$ cat src/rtl/rot_pkg.sv
// Shared types and constants for the quadrature rotary-encoder emulator.
package rot_pkg;

    // {ROT_A, ROT_B} for each phase index
    localparam logic [1:0] AB_PH0 = 2'b00;
    localparam logic [1:0] AB_PH1 = 2'b01;
    localparam logic [1:0] AB_PH2 = 2'b11;
    localparam logic [1:0] AB_PH3 = 2'b10;

    localparam logic DIR_CW  = 1'b1;
    localparam logic DIR_CCW = 1'b0;

    typedef enum logic {IDLE, RUN} rot_state_e;

    function automatic logic [1:0] phase_to_ab(input logic [1:0] phase);
        logic [1:0] ab;
        unique case (phase)
            2'd0: ab = AB_PH0;
            2'd1: ab = AB_PH1;
            2'd2: ab = AB_PH2;
            2'd3: ab = AB_PH3;
        endcase
        return ab;
    endfunction

endpackage

$ cat src/rtl/rot_phase_seq.sv
// Two-bit up/down phase register with Gray-coded, registered A/B outputs.
module rot_phase_seq
    import rot_pkg::*;
(
    input  logic CLK10K,
    input  logic RST,
    input  logic en,
    input  logic dir,
    output logic ROT_A,
    output logic ROT_B
);

    logic [1:0] phase_q;
    logic [1:0] phase_d;
    logic [1:0] ab_q;

    // Step the phase one position in the commanded direction when enabled.
    always_comb begin
        phase_d = phase_q;
        if (en) begin
            phase_d = (dir == DIR_CW) ? phase_q + 2'd1 : phase_q - 2'd1;
        end
    end

    // Phase and its A/B encoding are registered together so the outputs are glitch-free.
    always_ff @(posedge CLK10K) begin
        if (RST) begin
            phase_q <= 2'd0;
            ab_q    <= AB_PH0;
        end else begin
            phase_q <= phase_d;
            ab_q    <= phase_to_ab(phase_d);
        end
    end

    assign ROT_A = ab_q[1];
    assign ROT_B = ab_q[0];

endmodule

$ cat src/rtl/rot_quad_gen.sv
// Quadrature rotary-encoder emulator: accepts step commands and emits A/B edges at a set rate.
module rot_quad_gen
    import rot_pkg::*;
#(
    parameter int unsigned CNT_W = 8,
    parameter int unsigned PER_W = 8,
    parameter int unsigned POS_W = 16
) (
    input  logic             CLK10K,
    input  logic             RST,
    input  logic             CMD_VALID,
    output logic             CMD_READY,
    input  logic             CMD_DIR,
    input  logic [CNT_W-1:0] CMD_STEPS,
    input  logic [PER_W-1:0] CMD_PERIOD,
    input  logic             ABORT,
    output logic             ROT_A,
    output logic             ROT_B,
    output logic             BUSY,
    output logic             DONE,
    output logic [POS_W-1:0] POS
);

    rot_state_e       state_q;
    rot_state_e       state_d;
    logic [PER_W-1:0] timer_q;
    logic [PER_W-1:0] period_q;
    logic [CNT_W-1:0] remaining_q;
    logic             dir_q;
    logic [POS_W-1:0] pos_q;
    logic             done_q;

    logic             accept;
    logic             start_run;
    logic [PER_W-1:0] eff_period;
    logic             edge_fire;
    logic             last_edge;

    assign accept     = CMD_VALID && CMD_READY;
    assign start_run  = accept && (CMD_STEPS != '0);
    assign eff_period = (CMD_PERIOD == '0) ? PER_W'(1) : CMD_PERIOD;
    // ABORT wins over a due edge in the same cycle.
    assign edge_fire  = (state_q == RUN) && !ABORT && (timer_q == '0);
    assign last_edge  = edge_fire && (remaining_q == CNT_W'(1));

    // State register.
    always_ff @(posedge CLK10K) begin
        if (RST) begin
            state_q <= IDLE;
        end else begin
            state_q <= state_d;
        end
    end

    // Next-state logic.
    always_comb begin
        state_d = state_q;
        unique case (state_q)
            IDLE: if (start_run) state_d = RUN;
            RUN:  if (ABORT || last_edge) state_d = IDLE;
        endcase
    end

    // Handshake and status outputs decoded from the state register.
    always_comb begin
        CMD_READY = 1'b0;
        BUSY      = 1'b0;
        unique case (state_q)
            IDLE: CMD_READY = 1'b1;
            RUN:  BUSY      = 1'b1;
        endcase
    end

    // Command latch, edge timer, remaining count, position and DONE pulse.
    always_ff @(posedge CLK10K) begin
        if (RST) begin
            timer_q     <= '0;
            period_q    <= '0;
            remaining_q <= '0;
            dir_q       <= DIR_CCW;
            pos_q       <= '0;
            done_q      <= 1'b0;
        end else begin
            // Zero-step commands complete immediately without entering RUN.
            done_q <= (accept && (CMD_STEPS == '0)) || last_edge;
            if (start_run) begin
                dir_q       <= CMD_DIR;
                remaining_q <= CMD_STEPS;
                period_q    <= eff_period;
                timer_q     <= eff_period - PER_W'(1);
            end else if ((state_q == RUN) && !ABORT) begin
                if (timer_q != '0) begin
                    timer_q <= timer_q - PER_W'(1);
                end else begin
                    timer_q     <= period_q - PER_W'(1);
                    remaining_q <= remaining_q - CNT_W'(1);
                    pos_q       <= (dir_q == DIR_CW) ? pos_q + POS_W'(1) : pos_q - POS_W'(1);
                end
            end
        end
    end

    rot_phase_seq u_phase_seq (
        .CLK10K (CLK10K),
        .RST    (RST),
        .en     (edge_fire),
        .dir    (dir_q),
        .ROT_A  (ROT_A),
        .ROT_B  (ROT_B)
    );

    assign DONE = done_q;
    assign POS  = pos_q;

endmodule
$ cat config.mk
export PLATFORM = sky130hd
export DESIGN_NAME = rot_quad_gen
export DESIGN_NICKNAME = d
export VERILOG_FILES = /design/src/rtl/rot_pkg.sv /design/src/rtl/rot_phase_seq.sv /design/src/rtl/rot_quad_gen.sv
export SDC_FILE = /design/constraint.sdc
export NUM_CORES = 1
export LEC_CHECK = 0
export ABC_AREA = 1
export ABC_CLOCK_PERIOD_IN_PS = 2250
export CAP_MARGIN = 20
export CORE_UTILIZATION = 35
export DETAILED_ROUTE_END_ITERATION = 10
export GPL_TIMING_DRIVEN = 0
export PLACE_DENSITY = 0.59
export SKIP_LAST_GASP = 1
export SLEW_MARGIN = 40
export SYNTH_ARGS = -nofsm -noshare
export SYNTH_HDL_FRONTEND = slang
export SYNTH_SLANG_ARGS = --single-unit
$ cat constraint.sdc
create_clock -name CLK10K -period 2.25 [get_ports CLK10K]
set_input_delay 0.3375 -clock CLK10K [delete_from_list [all_inputs] [get_ports CLK10K]]
set_output_delay 0.3375 -clock CLK10K [all_outputs]
set_load 0.02 [all_outputs]
# ---- Word level (Yosys, flattened, before mapping)
# Cells that the tools add are included.
dict set report totals {
  out_inout_bits 21
  elab_cells 59
  ff_bits 47
  input_bits 21
}
dict set report op_classes {
  addsub 8
  mux 16
  reduce_logical 18
  n_bitwise 3
  eq_ne 5
}
# op count
set op_table {}
lappend op_table {{$mux 8} 7}
lappend op_table {{$sub 8x1->8 const B} 4}
lappend op_table {{$logic_not 8->1} 3}
lappend op_table {{$add 16x1->16 const B} 1}
lappend op_table {{$mux 16} 1}
lappend op_table {{$reduce_bool 8->1} 2}
lappend op_table {{$sub 16x1->16 const B} 1}
lappend op_table {{$eq 8x1->1 const B} 1}
lappend op_table {{$pmux 2 s4} 1}
lappend op_table {{$logic_and 1x1->1} 6}
lappend op_table {{$eq 2x2->1 const B} 2}
lappend op_table {{$mux 1} 4}
lappend op_table {{$mux 2} 2}
lappend op_table {{$not 1->1} 3}
lappend op_table {{$reduce_and 3->1} 1}
lappend op_table {{$add 2x1->2 const B} 1}
lappend op_table {{$eq 2x1->1 const B} 1}
lappend op_table {{$logic_not 2->1} 1}
lappend op_table {{$logic_or 1x1->1} 2}
lappend op_table {{$ne 2x2->1 const B} 1}
lappend op_table {{$pmux 1 s2} 1}
lappend op_table {{$reduce_and 2->1} 1}
lappend op_table {{$reduce_bool 2->1} 1}
lappend op_table {{$sub 2x1->2 const B} 1}
lappend op_table {{$logic_not 1->1} 1}

# ---- Longest topological paths before layout
dict set report logic_depth {
  word_depth 7
  ltp_mapped 16
}

# ---- Cells and area by module
# From an unflattened synthesis, not the netlist that was laid out.
dict set report hier_totals {
  cells_unflattened 447
  hier_area_um2 3061.7
}
# mod seq_area_each_um2 n_inst area_each_um2 cells_each
set by_module_without_submodules {}
lappend by_module_without_submodules {rot_quad_gen 860.8 1 2867.8 424}
lappend by_module_without_submodules {rot_phase_seq 80.1 1 193.9 23}

# ---- Least setup slack after synthesis
# No wires, ideal clock.
dict set report synth_path {
  path_type {register to register}
  startpoint {register dir_q}
  endpoint {register pos_q[13], in the netlist POS[13]}
  path_stages_with_launch 15
  slack_ns 0.226
  period_less_slack_ns 2.024
  path_buffers 0
  setup_time_ns 0.109
  arrival_ns 1.915
  cell_sequence {dfxtp_1 -> inv_1 -> ha_1 -> a21oi_1 -> o21ai_1 -> nand2_1 -> nand2_1 -> nand3_1 -> nand2_1 -> nand2_1 -> inv_1 -> o21ai_0 -> nand3_1 -> nand2_1 -> inv_1}
}
dict set report synth_via {
  elab_chain_len 1
}
# element line_no
set synth_rtl {}
lappend synth_rtl {{start, declared} rot_quad_gen.sv:29} ;# logic dir_q;
lappend synth_rtl {{start signal, assigned} rot_quad_gen.sv:80} ;# dir_q <= DIR_CCW;
lappend synth_rtl {{start signal, assigned} rot_quad_gen.sv:87} ;# dir_q <= CMD_DIR;
lappend synth_rtl {{$mux 16} rot_quad_gen.sv:97} ;# pos_q <= (dir_q == DIR_CW) ? pos_q + POS_W'(1) : pos_q - POS_W'(1);
lappend synth_rtl {{end signal, assigned} rot_quad_gen.sv:97}
lappend synth_rtl {{end, declared} rot_quad_gen.sv:30} ;# logic [POS_W-1:0] pos_q;
# Every way passes these cells.
# A chain may end at the register's enable or synchronous reset.

# ---- Worst setup path after layout
# Ends and elaborated chain as after synthesis.

==> impl_metrics.csv <==
group,metric,value,unit
worst_hold_path,hp-class,"flip-flop to flip-flop",
synthesis,yosysSeqAreaShare,30.40,%
timing,finClkSkew,0.009976,ns
timing,hold_ws,0.4696,ns
place,post-dp-hpwl,5.866,mm
worst_setup_path,end_kind,"flip-flop",
floorplan,die_x,96.05,microns
worst_setup_path,cp_max_fo,12,
drt,drt-initial-drc-count,145,
worst_setup_path,critPathArrivalTime,2.35,ns
cts,clk_pin_slew,0.09,ns
synthesis,mappedNetlistArea,3095,sq um
power,ir_drop,0.0002317,V
timing,maxSlewHeadroom,56.16,%
worst_setup_path,required,2.47,ns
floorplan,core,8382,sq um
timing,slew_violations,0,
timing,setup_violations,0,
global_route,grt_antenna_before_repair,0,
floorplan,die_y,96.05,microns
floorplan,rows,33,
synthesis,synthCells,464,
drt,vias,3025,
drt,drt-total-wl,7.934,mm
drt,wl_per_cell,12.71,microns
power,p_per_area,584.5,nW/um^2
drt,drcViolationCount,0,
worst_setup_path,max_stage_delay,0.39,ns
cts,cts_tree,"done",
synthesis,synth_edf_count,0,
synthesis,yosysWarnings,0,
cts,cts_sinks,47,
synthesis,synth_cell_type_count,38,
timing,period_share,94.99,%
timing,max_slew.worst_pin.slew,0.6576,ns
place,io_buffers,40,
run_status,outcome,"finished, final reports clean",
worst_setup_path,critPathLaunchType,"flip-flop",
worst_setup_path,crit-reg2reg-launch,"dir_q",
cells_and_area,n_fill_cell,867,
timing,rsz0062_at_grt,"yes",
drt,vias_per_cell,4.848,
cts,cts_hold_buf,0,
global_route,grt-ovfl-total,0,
synthesis,ys.flop_type,"dfxtp_1",
floorplan,io_pins,42,
floorplan,die-area,9225,sq um
worst_hold_path,hold_start,"period_q[5]",
global_route,grt_pass1_wl,13.14,mm
cts,cts_buffer_depth,2,
global_route,grt_max_degree,15,
cts,cts_buffers,5,
cts,root_buffer,"clkbuf_8",
place,place_congestion,0.8388,
worst_setup_path,path_cells,"clkinvlp_4 > buf_12 > ha_1 > nand2_1 > a21oi_1 > nor2_1 > nand2_1 > nand3_2 > nand2_1 > nand2_1 > inv_1 > o21ai_0 > nand3_1 > nand2_1 > inv_1",
synthesis,syn-num-nets,506,
synthesis,async_reset_ff_share,0,%
cts,htree_levels,2,
cts,clk_latency,0.31,ns
worst_setup_path,cpMaxStageDelayCell,"dfxtp_4",
power,p_leak,1.897,nW
cells_and_area,area_growth,25.55,%
global_route,grt_pass1_vias,2825,
timing,finalHoldViolCount,0,
cells_and_area,nets,560,
timing,fin_setup_tns,0,ns
global_route,grt.total_usage,18.45,%
floorplan,initial_core_util,36.93,%
cells_and_area,antennaDiodeCount,0,
run,drv_cap,0,
drt,antenna_left,0,
timing,clock.fmax,467.9,MHz
worst_setup_path,worstSetupPathType,"flip-flop to flip-flop",
synthesis,avgSynthCellArea,6.671,sq um
worst_setup_path,critPathMostFrequentCell,"nand2_1",
worst_setup_path,critPathLaunch,"dir_q",
synthesis,ys_ff_latch,47,
timing,min_period,2.137,ns
worst_setup_path,crit_family,"simple AND/OR/NAND/NOR gates",
worst_setup_path,cp.buffers_inverters,4,
cells_and_area,layout-drive-gt1-share,11.95,%
drt,drt_first_pass_iters,4,
cells in the final DEF, fill, tap and decap left out, drive strengths merged, types with 8 or more instances in the layout:
cell type and instances:
a21oi 41, buf 15, clkbuf 12, clkdlybuf4s50 40
dfxtp 47, ha 20, inv 70, nand2 100
nand3 20, nor2 68, o21ai 36, xor2 8
final cells by class:
class                      instances  area [sq um]  area share (%)
multi-input combinational        331          1867           48.04
sequential                        47         944.7           24.31
timing repair buffer              47         465.4           11.98
inverter                          72         274.0           7.051
tap                              105         131.4           3.381
buffer                            14         86.33           2.222
clock buffer                       6         82.58           2.125
clock inverter                     2         35.03          0.9015
per-stage QoR:
stage	instances	total power [mW]	cell area (sq um)	setup WS (ns)	util, %
6_report	624	2.271	3886	0.1127	46.37
5_1_grt	624	2.409	3886	-0.06620	46.37
4_1_cts	620	2.250	3787	0.01345	45.19
3_5_place_dp	609	1.572	3627	-0.3198	43.28
3_3_place_gp	609	1.562	3627	-0.3016	43.28
2_1_floorplan	464	1.394	3095	0.2256	-
flip-flops by register name, indices dropped and copies added (netlist names):
register / flops
timer_q: 8
dir_q: 1
POS: 16
DONE: 1
period_q: 8
u_phase_seq.phase_q: 2
remaining_q: 8
state_q: 1
u_phase_seq.ab_q: 2
per-layer routing:
| metal | up-vias | wire (microns) | GRT usage (%) | part of all wire [%] |
|---|---|---|---|---|
| met1 | 1375 | 4007 | 25.46 | 51 |
| met4 | 0 | 66 | 4.104 | 0.83 |
| met5 | - | 0 | 0 | 0 |
| li1 | 1595 | - | - | - |
| met2 | 50 | 3533 | 29.79 | 45 |
| met3 | 5 | 327 | 3.318 | 4.1 |
power breakdown:
| group | total (mW) | internal [mW] | switching (mW) |
|---|---|---|---|
| clock network | 0.663 | 0.360 | 0.303 |
| logic | 0.686 | 0.277 | 0.409 |
| registers | 0.923 | 0.883 | 0.0397 |
path summary, 6_finish.rpt:
| path | end | slack (ns) | cells after the start |
|---|---|---|---|
| worst max-delay path | POS[13] | 0.11 | 15 |
| worst max register to register | POS[13] | 0.11 | 15 |
| worst min-delay path | period_q[5] | 0.47 | 2 |
| worst min register to register | period_q[5] | 0.47 | 2 |
cells in the mapped netlist, drive strengths merged (4+ instances only):
| cell | number | share of area (%) |
|---|---|---|
| nand2 | 100 | 13 |
| inv | 71 | 8.6 |
| nor2 | 68 | 9.2 |
| dfxtp | 47 | 30 |
| a21oi | 41 | 7.0 |
| o21ai | 36 | 6.1 |
| ha | 20 | 8.1 |
| nand3 | 20 | 3.2 |
| buf | 8 | 2.1 |
| xor2 | 8 | 2.3 |
| a31oi | 6 | 1.2 |
| clkbuf | 6 | 0.73 |
| xnor2 | 6 | 1.7 |
| o21bai | 5 | 1.3 |
| nor3 | 4 | 0.65 |
| o211ai | 4 | 0.97 |
cell families after synthesis:
family / Yosys count / synth area share (%)
compound gates: 99 / 18.35
xor+xnor: 14 / 3.961
simple gates: 197 / 27.04
buf+inv: 86 / 11.52
fa+ha+maj: 21 / 8.731
flops: 47 / 30.40
timing repair:
| action | in CTS | in global routing |
|---|---|---|
| buffers inserted | 3 | 4 |
| pin swaps | 0 | 2 |
| gates cloned | 0 | 0 |
| resized for setup | 3 | 18 |
| setup endpoints to repair | 10 | 13 |
worst register-to-register path: stages, from the launching register on:
cell and delay (ns):
dfxtp_4 0.39, clkinvlp_4 0.11, buf_12 0.16, ha_1 0.35, nand2_1 0.11, a21oi_1 0.07, nor2_1 0.08, nand2_1 0.10
nand3_2 0.10, nand2_1 0.10, nand2_1 0.10, inv_1 0.04, o21ai_0 0.14, nand3_1 0.10, nand2_1 0.07, inv_1 0.03
No activity file was read; power rests on OpenSTA's default activity.
